File: src/rtl/apb_slave_regfile_if.sv
// APB bus bundle between a requester (master) and the register-file completer.
// When APB_SLAVE_PSTRB_EN is defined the bundle also carries the APB4 byte strobes.
interface apb_slave_regfile_if;
    logic [31:0] PADDR;
    logic        PWRITE;
    logic [31:0] PWDATA;
    logic        PSELx;
    logic        PENABLE;
`ifdef APB_SLAVE_PSTRB_EN
    logic [3:0]  PSTRB;
`endif
    logic [31:0] PRDATA;
    logic        PREADY;
    logic        PSLVERR;

    modport master (
`ifdef APB_SLAVE_PSTRB_EN
        output PSTRB,
`endif
        output PADDR, PWRITE, PWDATA, PSELx, PENABLE,
        input  PRDATA, PREADY, PSLVERR
    );

    modport slave (
`ifdef APB_SLAVE_PSTRB_EN
        input  PSTRB,
`endif
        input  PADDR, PWRITE, PWDATA, PSELx, PENABLE,
        output PRDATA, PREADY, PSLVERR
    );
endinterface

File: src/rtl/apb_slave_regfile.sv
// APB3 completer backed by NUM_REGS 32-bit read/write registers starting at BASE_ADDR.
// Every access phase is stretched by WAIT_STATES cycles. Out-of-window or misaligned
// addresses complete with PSLVERR and have no effect.
// Optional feature macro: APB_SLAVE_PSTRB_EN adds APB4 byte strobes (PSTRB) to writes.
module apb_slave_regfile #(
    parameter int unsigned NUM_REGS    = 8,
    parameter logic [31:0] BASE_ADDR   = 32'h0000_1000,
    parameter int unsigned WAIT_STATES = 2,
    parameter logic [31:0] RESET_VALUE = 32'h0
) (
    input logic                i_clk,
    input logic                i_reset,
    apb_slave_regfile_if.slave bus
);
    localparam int unsigned IDX_W     = (NUM_REGS > 1) ? $clog2(NUM_REGS) : 1;
    localparam logic [32:0] END_ADDR  = {1'b0, BASE_ADDR} + 33'(4 * NUM_REGS);
    localparam logic [3:0]  WAIT_INIT = 4'(WAIT_STATES);

    typedef enum logic {IDLE, ACCESS} state_t;

    state_t            state, state_nx;
    logic [3:0]        wcnt, wcnt_nx;
    logic              setup_fire;
    logic              commit;
    logic              ready;

    logic              err_d;
    logic [IDX_W-1:0]  idx_d;

    logic              write_l;
    logic              err_l;
    logic [IDX_W-1:0]  idx_l;
    logic [31:0]       wdata_l;
`ifdef APB_SLAVE_PSTRB_EN
    logic [3:0]        strb_l;
`endif
    logic [31:0]       wr_value;
    logic [31:0]       regs [NUM_REGS];

    // Address decode of the setup-phase address; the 33-bit compare avoids wrap at the top of memory.
    always_comb begin
        err_d = (bus.PADDR[1:0] != 2'b00)
             || (bus.PADDR < BASE_ADDR)
             || ({1'b0, bus.PADDR} >= END_ADDR);
        idx_d = IDX_W'((bus.PADDR - BASE_ADDR) >> 2);
    end

    // Next-state logic: an abort (select or enable dropped) wins over completion so it never writes.
    always_comb begin
        state_nx   = state;
        wcnt_nx    = wcnt;
        setup_fire = 1'b0;
        commit     = 1'b0;
        case (state)
            IDLE: begin
                if (bus.PSELx && !bus.PENABLE) begin
                    setup_fire = 1'b1;
                    wcnt_nx    = WAIT_INIT;
                    state_nx   = ACCESS;
                end
            end
            ACCESS: begin
                if (!(bus.PSELx && bus.PENABLE)) begin
                    state_nx = IDLE;
                    wcnt_nx  = 4'd0;
                end else if (wcnt == 4'd0) begin
                    commit   = write_l && !err_l;
                    state_nx = IDLE;
                end else begin
                    wcnt_nx = wcnt - 4'd1;
                end
            end
            default: begin
                state_nx = IDLE;
                wcnt_nx  = 4'd0;
            end
        endcase
    end

    // Control state register.
    always_ff @(posedge i_clk) begin
        if (i_reset) begin
            state <= IDLE;
            wcnt  <= 4'd0;
        end else begin
            state <= state_nx;
            wcnt  <= wcnt_nx;
        end
    end

    // Transfer attributes captured in the setup phase; only meaningful while in ACCESS.
    always_ff @(posedge i_clk) begin
        if (setup_fire) begin
            write_l <= bus.PWRITE;
            err_l   <= err_d;
            idx_l   <= idx_d;
            wdata_l <= bus.PWDATA;
`ifdef APB_SLAVE_PSTRB_EN
            strb_l  <= bus.PSTRB;
`endif
        end
    end

    // Value written on commit: full word, or a byte-wise merge with the current contents.
    always_comb begin
        wr_value = wdata_l;
`ifdef APB_SLAVE_PSTRB_EN
        for (int b = 0; b < 4; b++) begin
            wr_value[8*b +: 8] = strb_l[b] ? wdata_l[8*b +: 8] : regs[idx_l][8*b +: 8];
        end
`endif
    end

    // Register bank; reset restores every word, which also cancels a write pending at that edge.
    always_ff @(posedge i_clk) begin
        if (i_reset) begin
            for (int i = 0; i < NUM_REGS; i++) begin
                regs[i] <= RESET_VALUE;
            end
        end else if (commit) begin
            regs[idx_l] <= wr_value;
        end
    end

    // Responses come purely from registered state so PREADY has no path from the bus inputs.
    assign ready       = (state == ACCESS) && (wcnt == 4'd0);
    assign bus.PREADY  = ready;
    assign bus.PSLVERR = ready && err_l;
    assign bus.PRDATA  = (ready && !write_l && !err_l) ? regs[idx_l] : 32'h0;

endmodule

File: src/flat_wrapper.sv
// flat-port wrapper written by rule: the top's interface ports become plain ports
module apb_slave_regfile_flat 
#(
    parameter int unsigned NUM_REGS    = 8,
    parameter logic [31:0] BASE_ADDR   = 32'h0000_1000,
    parameter int unsigned WAIT_STATES = 2,
    parameter logic [31:0] RESET_VALUE = 32'h0
)
  (i_clk, i_reset, bus_PADDR, bus_PWRITE, bus_PWDATA, bus_PSELx, bus_PENABLE, bus_PRDATA, bus_PREADY, bus_PSLVERR);
  apb_slave_regfile_if bus_i ();
  input logic i_clk;
  input logic i_reset;
  input wire logic [$bits(bus_i.PADDR)-1:0] bus_PADDR;
  input wire logic [$bits(bus_i.PWRITE)-1:0] bus_PWRITE;
  input wire logic [$bits(bus_i.PWDATA)-1:0] bus_PWDATA;
  input wire logic [$bits(bus_i.PSELx)-1:0] bus_PSELx;
  input wire logic [$bits(bus_i.PENABLE)-1:0] bus_PENABLE;
  output wire logic [$bits(bus_i.PRDATA)-1:0] bus_PRDATA;
  output wire logic [$bits(bus_i.PREADY)-1:0] bus_PREADY;
  output wire logic [$bits(bus_i.PSLVERR)-1:0] bus_PSLVERR;
  assign bus_i.PADDR = bus_PADDR;
  assign bus_i.PWRITE = bus_PWRITE;
  assign bus_i.PWDATA = bus_PWDATA;
  assign bus_i.PSELx = bus_PSELx;
  assign bus_i.PENABLE = bus_PENABLE;
  assign bus_PRDATA = bus_i.PRDATA;
  assign bus_PREADY = bus_i.PREADY;
  assign bus_PSLVERR = bus_i.PSLVERR;
  apb_slave_regfile #(.NUM_REGS(NUM_REGS), .BASE_ADDR(BASE_ADDR), .WAIT_STATES(WAIT_STATES), .RESET_VALUE(RESET_VALUE)) u_core (.i_clk(i_clk), .i_reset(i_reset), .bus(bus_i));
endmodule
File: config.mk
export PLATFORM = sky130hd
export DESIGN_NAME = apb_slave_regfile_flat
export DESIGN_NICKNAME = d
export VERILOG_FILES = /design/src/rtl/apb_slave_regfile_if.sv /design/src/rtl/apb_slave_regfile.sv /design/src/flat_wrapper.sv
export SDC_FILE = /design/constraint.sdc
export NUM_CORES = 1
export LEC_CHECK = 0
export ABC_AREA = 0
export CAP_MARGIN = 20
export CORE_MARGIN = 1
export CORE_UTILIZATION = 30
export DETAILED_ROUTE_END_ITERATION = 12
export SLEW_MARGIN = 15
export SYNTH_ARGS = -nofsm -noshare
export SYNTH_HDL_FRONTEND = slang
export SYNTH_SLANG_ARGS = --single-unit
File: constraint.sdc
create_clock -name i_clk -period 6.3 [get_ports i_clk]
set_input_delay 0.63 -clock i_clk [delete_from_list [all_inputs] [get_ports i_clk]]
set_output_delay 0.63 -clock i_clk [all_outputs]
set_load 0.03 [all_outputs]
==> reports/metrics.csv, run 1 <==
stage;metric;value;unit
clocking;TritonCTS clock tree;built;
route;DRC;0;
critical_path;setup slack, reg-to-reg;3170;ps
global_routing;vias in the first global route;7519;
clocking;Clock Latency Late Sink;510;ps
finish;Final nets;954;
synth;syn nets;849;
finish;fin util;0.373;
clocking;cts hold-fix bufs;0;
critical_path;delay-heaviest family, CP;buffers and inverters;
finish;final instance area;15800;um2
clocking;clk sink count;301;
critical_path;Worst path slowest cell;dfxtp_2;
synth;Post-Synthesis Cell Area;13000;um2
floorplanning;Die X-Extent;210;um
synth;FFs w/ async S/R, synth;0;
synth;Seq/Total Area, Yosys;0.688;
min_path;Hold Path Sink;u_core.wcnt[1];
critical_path;Crit Path Max Fanout;37;
global_routing;initial antenna violation count;0;
synth;Yosys Warn Count;0;
floorplanning;Ports;103;
clocking;Resized cells post-CTS;0;
finish;share of cells above drive strength 1;0.161;
sta;final hold viol count;0;
place;placed inst area;14700;um2
clocking;Setup Fix Bufs, Post-CTS;0;
route;vias per cell;4.63;
finish;Fill cells;3996;
critical_path;cell depth of the worst flop-to-flop path;7;
global_routing;largest net degree at the start of global routing;50;
critical_path;Setup CP Type;flop to output pin;
synth;number of distinct library cells after synthesis;36;
finish;post-route insts no fill;1485;
sta;final setup violation count;0;
synth;Seq cells post-synth;301;
critical_path;Critical path buffers and inverters;2;
critical_path;Worst setup SP type;flop;
critical_path;FF-to-FF Start;u_core.wcnt[0];
critical_path;CP required;5670;ps
synth;average size of a mapped cell;16.7;um2
sta;final max-slew violation count;0;
sta;crit share post-route;0.639;
floorplanning;Die Height;210;um
place;DP HPWL;17.0;mm
place;gp weighted congestion;0.729;
place;number of cells after detailed placement;1422;
global_routing;total grt overflow;0;
status;outcome;finished clean;
sta;final period demand of the worst path;4020;ps
sta;setup_tns;0;ps
power_and_ir_drop;maximum VDD drop;0.000188;V
global_routing;first-pass GRT wire length;45.7;mm
critical_path;crit path DAT;3390;ps
clocking;H-Tree Depth;2;
min_path;Hold Path Origin;u_core.wcnt[1];
min_path;Min-Delay Path Class;flop to flop;
sta;worst-margin pin slew;1090;ps
floorplanning;core area;42400;um2
critical_path;RR Endpoint;u_core.regs[3][10];
min_path;Worst Hold Depth;2;
sta;relative slew slack;0.275;
floorplanning;Initial Util;0.307;
critical_path;Critical Path Max Stage Delay;1030;ps
global_routing;GR Util All Layers;0.138;
synth;Synth Flop Type;edfxtp_1;
power_and_ir_drop;pwr dens;281;nW/um2
run;Max Cap Viol;0;
synth;number of synthesized flops with an enable pin;293;
clocking;Clk pin slew, worst setup/hold paths;60;ps
route;DRT Wirelength;29.7;mm
route;first-pass detailed-route iteration total;4;
critical_path;CP cell instances;buf_4 > mux4_2 > a22o_1 > clkdlybuf4s50_1;
finish;number of inserted diodes;0;
sta;Setup Skew;17.0;ps
route;via count;6873;
power_and_ir_drop;Leak;5.55;nW
sta;FMAX;248;MHz
finish;Layout area overhead;21.5;%
place;port buffer count;102;
route;DR iter-0 viols;455;
route;Final ANT Viol Nets;0;
clocking;Root Driver;clkbuf_16;
clocking;clock buffer depth;3;
sta;RSZ-0062 raised after global routing;no;
clocking;cts bufs inserted;34;
synth;Syn Inst Count;779;
critical_path;CP endpoint kind;output pin;
floorplanning;std cell rows;75;
route;Routed WL per cell;20.0;um
floorplanning;die area;44300;um2
-- cell usage after synthesis, drive strengths merged (3+ instances only) --
| library cell | number | share of area |
|---|---|---|
| nor3 | 7 | 0.0035 |
| edfxtp | 293 | 0.68 |
| buf | 7 | 0.0027 |
| clkbuf | 40 | 0.013 |
| nor4 | 10 | 0.0071 |
| mux2 | 3 | 0.0026 |
| or2 | 8 | 0.0038 |
| mux4 | 64 | 0.11 |
| a22o | 32 | 0.022 |
| inv | 8 | 0.0023 |
| o21ai | 3 | 0.0012 |
| and2 | 256 | 0.12 |
| a21oi | 3 | 0.0012 |
| nand2 | 7 | 0.0020 |
| dfxtp | 8 | 0.012 |
| nor2 | 3 | 0.00086 |
| and3 | 5 | 0.0024 |
-- layout make-up --
cell class	count	area (um2)	area share
Sequential cell	301	8960	0.566
Multi-Input combinational cell	423	3870	0.245
Timing Repair Buffer	116	1180	0.0745
Clock buffer	41	898	0.0568
Tap cell	577	722	0.0456
Clock inverter	19	161	0.0102
Inverter	8	30.0	0.00190
-- through the flow --
step	power [W]	hold WS (ps)	setup slack, ps
floorplan	0.00246	467	3050
global placement	0.00257	493	2270
detailed placement	0.00258	507	2190
CTS	0.00448	515	1980
global route	0.00458	530	2130
finish	0.00444	516	2280
-- placed cells by master (no fill, tap or decap), types with 4 or more instances in the layout --
cell	n
edfxtp_1	293
and2_1	256
clkdlybuf4s50_1	102
mux4_2	64
clkbuf_16	35
a22o_1	32
buf_4	11
clkinv_1	10
inv_1	8
or2_2	8
nand2_1	7
nor4_1	7
dfxtp_1	6
clkbuf_1	6
nor3_1	5
clkinv_2	5
and3_1	4
-- metal layers --
metal	GRT usage	part of all wire	up-vias
met5	0	0	-
met4	0.0370	0.019	0
met3	0.0204	0.039	43
met2	0.228	0.48	180
met1	0.188	0.46	3484
li1	-	-	3166
-- where the power goes --
part           leakage, nW  total [W]  switching [W]  internal, W
Clock                0.521    0.00191       0.000771      0.00114
Combinational         1.97   0.000227       0.000108     0.000119
Sequential            3.06    0.00231      0.0000467      0.00226
Total                 5.55    0.00444       0.000926      0.00352
-- sequential cells by signal (all words and copies together), names as in the netlist, named ones only --
register        cells
u_core.wdata_l     32
u_core.idx_l        3
u_core.err_l        1
u_core.state        1
u_core.write_l      1
u_core.regs       256
u_core.wcnt         4
-- tightest hold or removal path: cells and delay by family, from the launching register on --
kind            cells  cell delay (ps)
compound gates      1               80
buf+inv             1               80
flops               1              310
-- how the worst max path moves through the flow --
stage,start,to,cells after the start
after floorplan,bus_PSELx,flop,4
after global placement,bus_PSELx,u_core.regs[1][17],5
after detailed placement,bus_PSELx,u_core.regs[1][16],5
after CTS,flop,bus_PRDATA[0],4
after global routing,flop,bus_PRDATA[8],4
final,flop,bus_PRDATA[8],4
-- kinds of logic after synthesis --
kind of cell	synth area share
buf+inv	0.0177
flops	0.688
compound gates	0.0260
fa+ha+maj	0.000960
simple gates	0.154
mux	0.113
(Power assumes the default switching activity.)
==> inputs of run 2 (changes only) <==
==> constraint.sdc (replaced) <==
create_clock -name i_clk -period 3.55 [get_ports i_clk]
set_input_delay 0.355 -clock i_clk [delete_from_list [all_inputs] [get_ports i_clk]]
set_output_delay 0.355 -clock i_clk [all_outputs]
set_load 0.03 [all_outputs]
==> run 2 against run 1 <==
  * Sequential cell count unchanged
  * Sequential power is 77% higher
  * Critical endpoint is now bus_PRDATA[21]
  * Final area grew 1.2%
  * Critical path depth up 3
  * Clock-buffer cell count up 4
  * First-iteration DRC count shrank 2.9%
  * Worst setup slack worse by 2100 ps
  * Combinational power increased by 96%
==> reports/metrics.csv, run 2 (same netlist as run 1, synthesis figures left out) <==
stage;metric;value;unit;change
clocking;cts hold-fix bufs;0;;unchanged
finish;number of inserted diodes;0;;unchanged
route;DRT Wirelength;30.3;mm;+2.1%
route;DRC;0;;unchanged
clocking;H-Tree Depth;2;;unchanged
sta;worst-margin pin slew;975;ps;-113 ps
finish;Biggest register;u_core.regs;;
min_path;Min-Delay Path Class;input port to flop;;
floorplanning;core area;42400;um2;unchanged
critical_path;Crit Path Max Fanout;32;;-14%
route;Routed WL per cell;20.2;um;+0.95%
route;DR iter-0 viols;442;;-2.9%
finish;Layout area overhead;23.0;%;
global_routing;vias in the first global route;7270;;-3.3%
floorplanning;Die Height;210;um;unchanged
route;vias per cell;4.64;;+0.26%
critical_path;Worst path slowest cell;clkdlybuf4s50_1;;
sta;FMAX;298;MHz;
power_and_ir_drop;maximum VDD drop;0.000371;V;+98%
critical_path;crit path DAT;3000;ps;-390 ps
finish;post-route insts no fill;1502;;+1.1%
place;DP HPWL;17.8;mm;+4.6%
place;placed inst area;14900;um2;+1.6%
sta;final max-slew violation count;0;;unchanged
place;number of cells after detailed placement;1438;;+1.1%
finish;most frequent cells in the layout;edfxtp_1 (293), and2_1 (256), clkdlybuf4s50_1 (102);;
critical_path;CP required;3190;ps;-2480 ps
sta;final hold viol count;0;;unchanged
power_and_ir_drop;combinational fraction of design power;0.056;;+0.005
sta;Setup Skew;15.1;ps;-1.97 ps
global_routing;GR Util All Layers;0.139;;+0.00117
floorplanning;std cell rows;75;;unchanged
floorplanning;Initial Util;0.307;;unchanged
finish;biggest regs;u_core.regs: 256 flops, u_core.wdata_l: 32 flops, u_core.wcnt: 4 flops;;
power_and_ir_drop;Clk pwr share;0.432;;+0.003
floorplanning;Ports;103;;unchanged
finish;share of cells above drive strength 1;0.182;;+0.0208
clocking;Setup Fix Bufs, Post-CTS;0;;unchanged
clocking;Resized cells post-CTS;0;;unchanged
global_routing;total grt overflow;0;;unchanged
critical_path;Critical Path Max Stage Delay;680;ps;-350 ps
power_and_ir_drop;Psw;0.00172;W;+86%
status;outcome;finished clean;;
clocking;Clock Latency Late Sink;520;ps;about the same
place;port buffer count;102;;unchanged
clocking;clock buffer depth;3;;unchanged
critical_path;CP endpoint kind;output pin;;
critical_path;CP cell instances;inv_1 > ha_1 > nand4bb_4 > nor4b_4 > buf_6 > a22o_1 > clkdlybuf4s50_1;;
route;Final ANT Viol Nets;0;;unchanged
finish;Largest register FFs;256;;unchanged
sta;final period demand of the worst path;3360;ps;
global_routing;first-pass GRT wire length;45.5;mm;-0.39%
sta;RSZ-0062 raised after global routing;no;;
route;via count;6970;;+1.4%
critical_path;Setup CP Type;flop to output pin;;
power_and_ir_drop;switching part of the total;0.216;;+0.00758
run;Max Cap Viol;0;;unchanged
power_and_ir_drop;Leak;5.67;nW;+2.1%
finish;Fill cells;3991;;-0.13%
place;gp weighted congestion;0.735;;+0.78%
sta;relative slew slack;0.350;;+0.0755
route;first-pass detailed-route iteration total;5;;+1
finish;Final nets;969;;+1.6%
clocking;Root Driver;clkbuf_16;;
floorplanning;die area;44300;um2;unchanged
power_and_ir_drop;share of power burned in registers;0.513;;-0.007
power_and_ir_drop;internal power;0.00624;W;+77%
clocking;Clk pin slew, worst setup/hold paths;60;ps;about the same
global_routing;initial antenna violation count;0;;unchanged
clocking;clk sink count;301;;unchanged
critical_path;Worst setup SP type;flop;;
power_and_ir_drop;pwr dens;497;nW/um2;+77%
floorplanning;Die X-Extent;210;um;unchanged
clocking;cts bufs inserted;36;;+5.9%
sta;crit share post-route;0.946;;
clocking;TritonCTS clock tree;built;;
sta;setup_tns;0;ps;unchanged
finish;final instance area;16000;um2;+1.2%
global_routing;largest net degree at the start of global routing;33;;-34%
sta;final setup violation count;0;;unchanged
finish;commonest non-fill, non-tap cell in the layout;edfxtp_1;;
## run 2: changes by cell type in the layout (fill, tap and decap cells not counted), sizes merged
cell / change
buf: +13
inv: +4
bufinv: -2
clkbuf: +4
clkinv: -2
## run 2: power by group through the flow
stage / Sequential [W] / Combinational [W] / Clock [W]
detailed placement: 0.00416 / 0.000455 / 0
global route: 0.00410 / 0.000474 / 0.00366
floorplan: 0.00412 / 0.000254 / 0
global placement: 0.00415 / 0.000455 / 0
finish: 0.00408 / 0.000444 / 0.00344
CTS: 0.00408 / 0.000457 / 0.00353
## run 2: layout make-up
cell class                 instances  area [um2]  share of cell area
sequential                       301        8960               0.559
multi-input combinational        423        3870               0.242
timing repair buffer             129        1340              0.0836
clock buffer                      45         956              0.0597
tap                              577         722              0.0451
clock inverter                    19         139             0.00867
inverter                           8        30.0             0.00187
## run 2: worst paths after layout
check,start,end,slack [ps],cells past startpoint
worst max-delay path,u_core.wcnt[0],bus_PRDATA[21],190,7
worst min-delay path,bus_PWDATA[20],u_core.wdata_l[20],390,1
worst max register to register,u_core.wcnt[0],u_core.regs[5][19],880,6
worst min register to register,u_core.wcnt[0],u_core.wcnt[0],520,2
## run 2: per-stage QoR
stage | hold WS [ps] | worst slack (ps) | power [W] | util
finish | 385 | 193 | 0.00796 | 0.378
global route | 371 | 29.4 | 0.00823 | 0.378
CTS | 366 | 3.93 | 0.00807 | 0.378
detailed placement | 508 | 565 | 0.00461 | 0.352
global placement | 493 | 629 | 0.00461 | 0.352
floorplan | 454 | 571 | 0.00437 | -
## run 2: worst max-delay path, delay by kind of cell, from the launching register on
family                     cells  cell delay, ps
adders and majority gates      1             270
and+or+nand+nor                2             490
buffers and inverters          3            1110
AOI/OAI and AO/OA              1             250
DFF                            1             340
## run 2: metal layers
| metal | GRT usage | vias to the layer above | wire, um |
|---|---|---|---|
| li1 | - | 3190 | - |
| met1 | 0.190 | 3556 | 13600 |
| met2 | 0.226 | 189 | 14500 |
| met3 | 0.0256 | 35 | 1650 |
| met4 | 0.0380 | 0 | 512 |
| met5 | 0 | - | 0 |
==> inputs of run 3 (changes only) <==
--- a/config.mk
+++ b/config.mk
@@ -7,6 +7,7 @@
 export LEC_CHECK = 0
 export ABC_AREA = 0
 export CAP_MARGIN = 20
+export CORE_ASPECT_RATIO = 1.75
 export CORE_MARGIN = 1
 export CORE_UTILIZATION = 30
 export DETAILED_ROUTE_END_ITERATION = 12
==> run 3 against run 2 <==
  * Sequential share of layout area rose by 1.1 points
  * Sequential power about the same
  * Routed wire length is 3.3% higher
  * Utilization shrank 0.92 points
  * Maximum frequency fell by 3.0%
  * Combinational power is essentially flat
  * Clock power is 17% lower
  * Worst setup slack worse by 100 ps
==> reports/metrics.csv, run 3 (same netlist as run 1, synthesis figures left out) <==
stage;metric;value;unit;change
sta;Setup Skew;18.4;ps;+3.36 ps
clocking;Resized cells post-CTS;0;;unchanged
clocking;TritonCTS clock tree;built;;
sta;final max-slew violation count;0;;unchanged
finish;Layout area overhead;20.7;%;
clocking;Root Driver;clkbuf_16;;
clocking;Clock Latency Late Sink;540;ps;+20 ps
route;DRC;0;;unchanged
power_and_ir_drop;maximum VDD drop;0.000297;V;-20%
floorplanning;Die X-Extent;160;um;-24%
power_and_ir_drop;Psw;0.00153;W;-11%
finish;number of inserted diodes;0;;unchanged
power_and_ir_drop;Clk pwr share;0.386;;-0.046
critical_path;Crit Path Max Fanout;16;;-50%
global_routing;initial antenna violation count;0;;unchanged
min_path;Hold Path Origin;bus_PWDATA[18];;
critical_path;Setup CP Type;flop to output pin;;
place;Post-Place Worst Slack;621;ps;+55.8 ps
min_path;Min-Delay Path Class;input port to flop;;
finish;Fill cells;3902;;-2.2%
critical_path;Worst setup SP type;flop;;
power_and_ir_drop;share of power burned in registers;0.554;;+0.041
floorplanning;Initial Util;0.305;;-0.00180
finish;most frequent cells in the layout;edfxtp_1 (293), and2_1 (256), clkdlybuf4s50_1 (102);;
floorplanning;die area;44300;um2;about the same
finish;Largest register FFs;256;;unchanged
route;vias per cell;4.80;;+3.4%
global_routing;GR Util All Layers;0.143;;+0.00457
place;DP HPWL;18.1;mm;+1.6%
clocking;cts bufs inserted;25;;-31%
critical_path;FF-to-FF Start;u_core.wcnt[0];;
finish;share of cells above drive strength 1;0.166;;-0.0161
clocking;Setup Fix Bufs, Post-CTS;0;;unchanged
sta;final hold viol count;0;;unchanged
critical_path;Setup crit start;u_core.wcnt[0];;
sta;setup_tns;0;ps;unchanged
clocking;H-Tree Depth;1;;-1
finish;Biggest register;u_core.regs;;
clocking;clock buffer depth;3;;unchanged
floorplanning;Ports;103;;unchanged
global_routing;largest net degree at the start of global routing;46;;+39%
critical_path;crit path DAT;3100;ps;+100 ps
sta;crit share post-route;0.975;;+0.0289
sta;final hold slack;365;ps;-20.6 ps
power_and_ir_drop;internal power;0.00583;W;-6.7%
route;Final ANT Viol Nets;0;;unchanged
power_and_ir_drop;pwr dens;468;nW/um2;-5.8%
floorplanning;Die Height;278;um;+32%
run;Max Cap Viol;0;;unchanged
finish;biggest regs;u_core.regs: 256 flops, u_core.wdata_l: 32 flops, u_core.wcnt: 4 flops;;
clocking;clk sink count;301;;unchanged
floorplanning;core area;42700;um2;+0.59%
sta;final setup margin;90.2;ps;-103 ps
power_and_ir_drop;post-route total power;0.00736;W;-7.6%
power_and_ir_drop;switching part of the total;0.208;;-0.00780
place;gp weighted congestion;0.710;;-3.5%
power_and_ir_drop;Leak;5.52;nW;-2.5%
global_routing;vias in the first global route;7518;;+3.4%
sta;worst-margin pin slew;1050;ps;+71.5 ps
place;port buffer count;102;;unchanged
route;via count;7037;;+0.96%
finish;commonest non-fill, non-tap cell in the layout;edfxtp_1;;
sta;FMAX;289;MHz;-3.0%
route;DRT Wirelength;31.3;mm;+3.3%
global_routing;first-pass GRT wire length;46.9;mm;+3.1%
route;Routed WL per cell;21.3;um;+5.8%
sta;RSZ-0062 raised after global routing;yes;;
floorplanning;std cell rows;100;;+33%
critical_path;CP required;3190;ps;about the same
power_and_ir_drop;combinational fraction of design power;0.060;;+0.004
sta;final setup violation count;0;;unchanged
clocking;Clk pin slew, worst setup/hold paths;70;ps;about the same
critical_path;setup slack, reg-to-reg;900;ps;+20 ps
global_routing;total grt overflow;0;;unchanged
route;first-pass detailed-route iteration total;4;;-1
sta;final period demand of the worst path;3460;ps;+103 ps
finish;Final nets;958;;-1.1%
route;DR iter-0 viols;453;;+2.5%
status;outcome;finished clean;;
clocking;cts hold-fix bufs;0;;unchanged
critical_path;CP endpoint kind;output pin;;
sta;relative slew slack;0.302;;-0.0477
[run 3: layout make-up]
| type | count | area (um2) | area share |
|---|---|---|---|
| Inverter | 8 | 30.0 | 0.00191 |
| Clock buffer | 29 | 641 | 0.0407 |
| Multi-Input combinational cell | 423 | 3870 | 0.246 |
| Timing Repair Buffer | 129 | 1340 | 0.0850 |
| Clock inverter | 16 | 181 | 0.0115 |
| Sequential cell | 301 | 8960 | 0.570 |
| Tap cell | 561 | 702 | 0.0446 |
[run 3: layer usage]
metal,wire [um],global-route usage
met1,11700,0.158
met2,18100,0.285
met3,975,0.0144
met4,565,0.0414
met5,0,0
[run 3: critical path: stages (launching register included)]
cell and delay (ps):
dfxtp_1 340, inv_1 70, ha_1 290, nand4bb_4 180, nor4_2 350, buf_4 360, a22o_1 260, clkdlybuf4s50_1 690
[run 3: path summary, 6_finish.rpt]
kind | endpoint | depth (start not counted)
setup / recovery | bus_PRDATA[5] | 7
hold / removal | u_core.wdata_l[18] | 1
setup reg to reg | u_core.regs[7][19] | 6
hold reg to reg | u_core.wcnt[0] | 2
[run 3: power groups by stage]
stage	clock network, W	registers (W)	logic (W)
CTS	0.00290	0.00408	0.000454
global route	0.00303	0.00409	0.000471
floorplan	0	0.00412	0.000254
global placement	0	0.00415	0.000449
detailed placement	0	0.00416	0.000453
finish	0.00284	0.00408	0.000441
[run 3: through the flow]
step	std cells	area, um2	util
after global routing	1467	15700	0.369
after global placement	1422	14900	0.349
after detailed placement	1422	14900	0.349
after floorplan	779	13000	-
final	1467	15700	0.369
after CTS	1467	15700	0.369
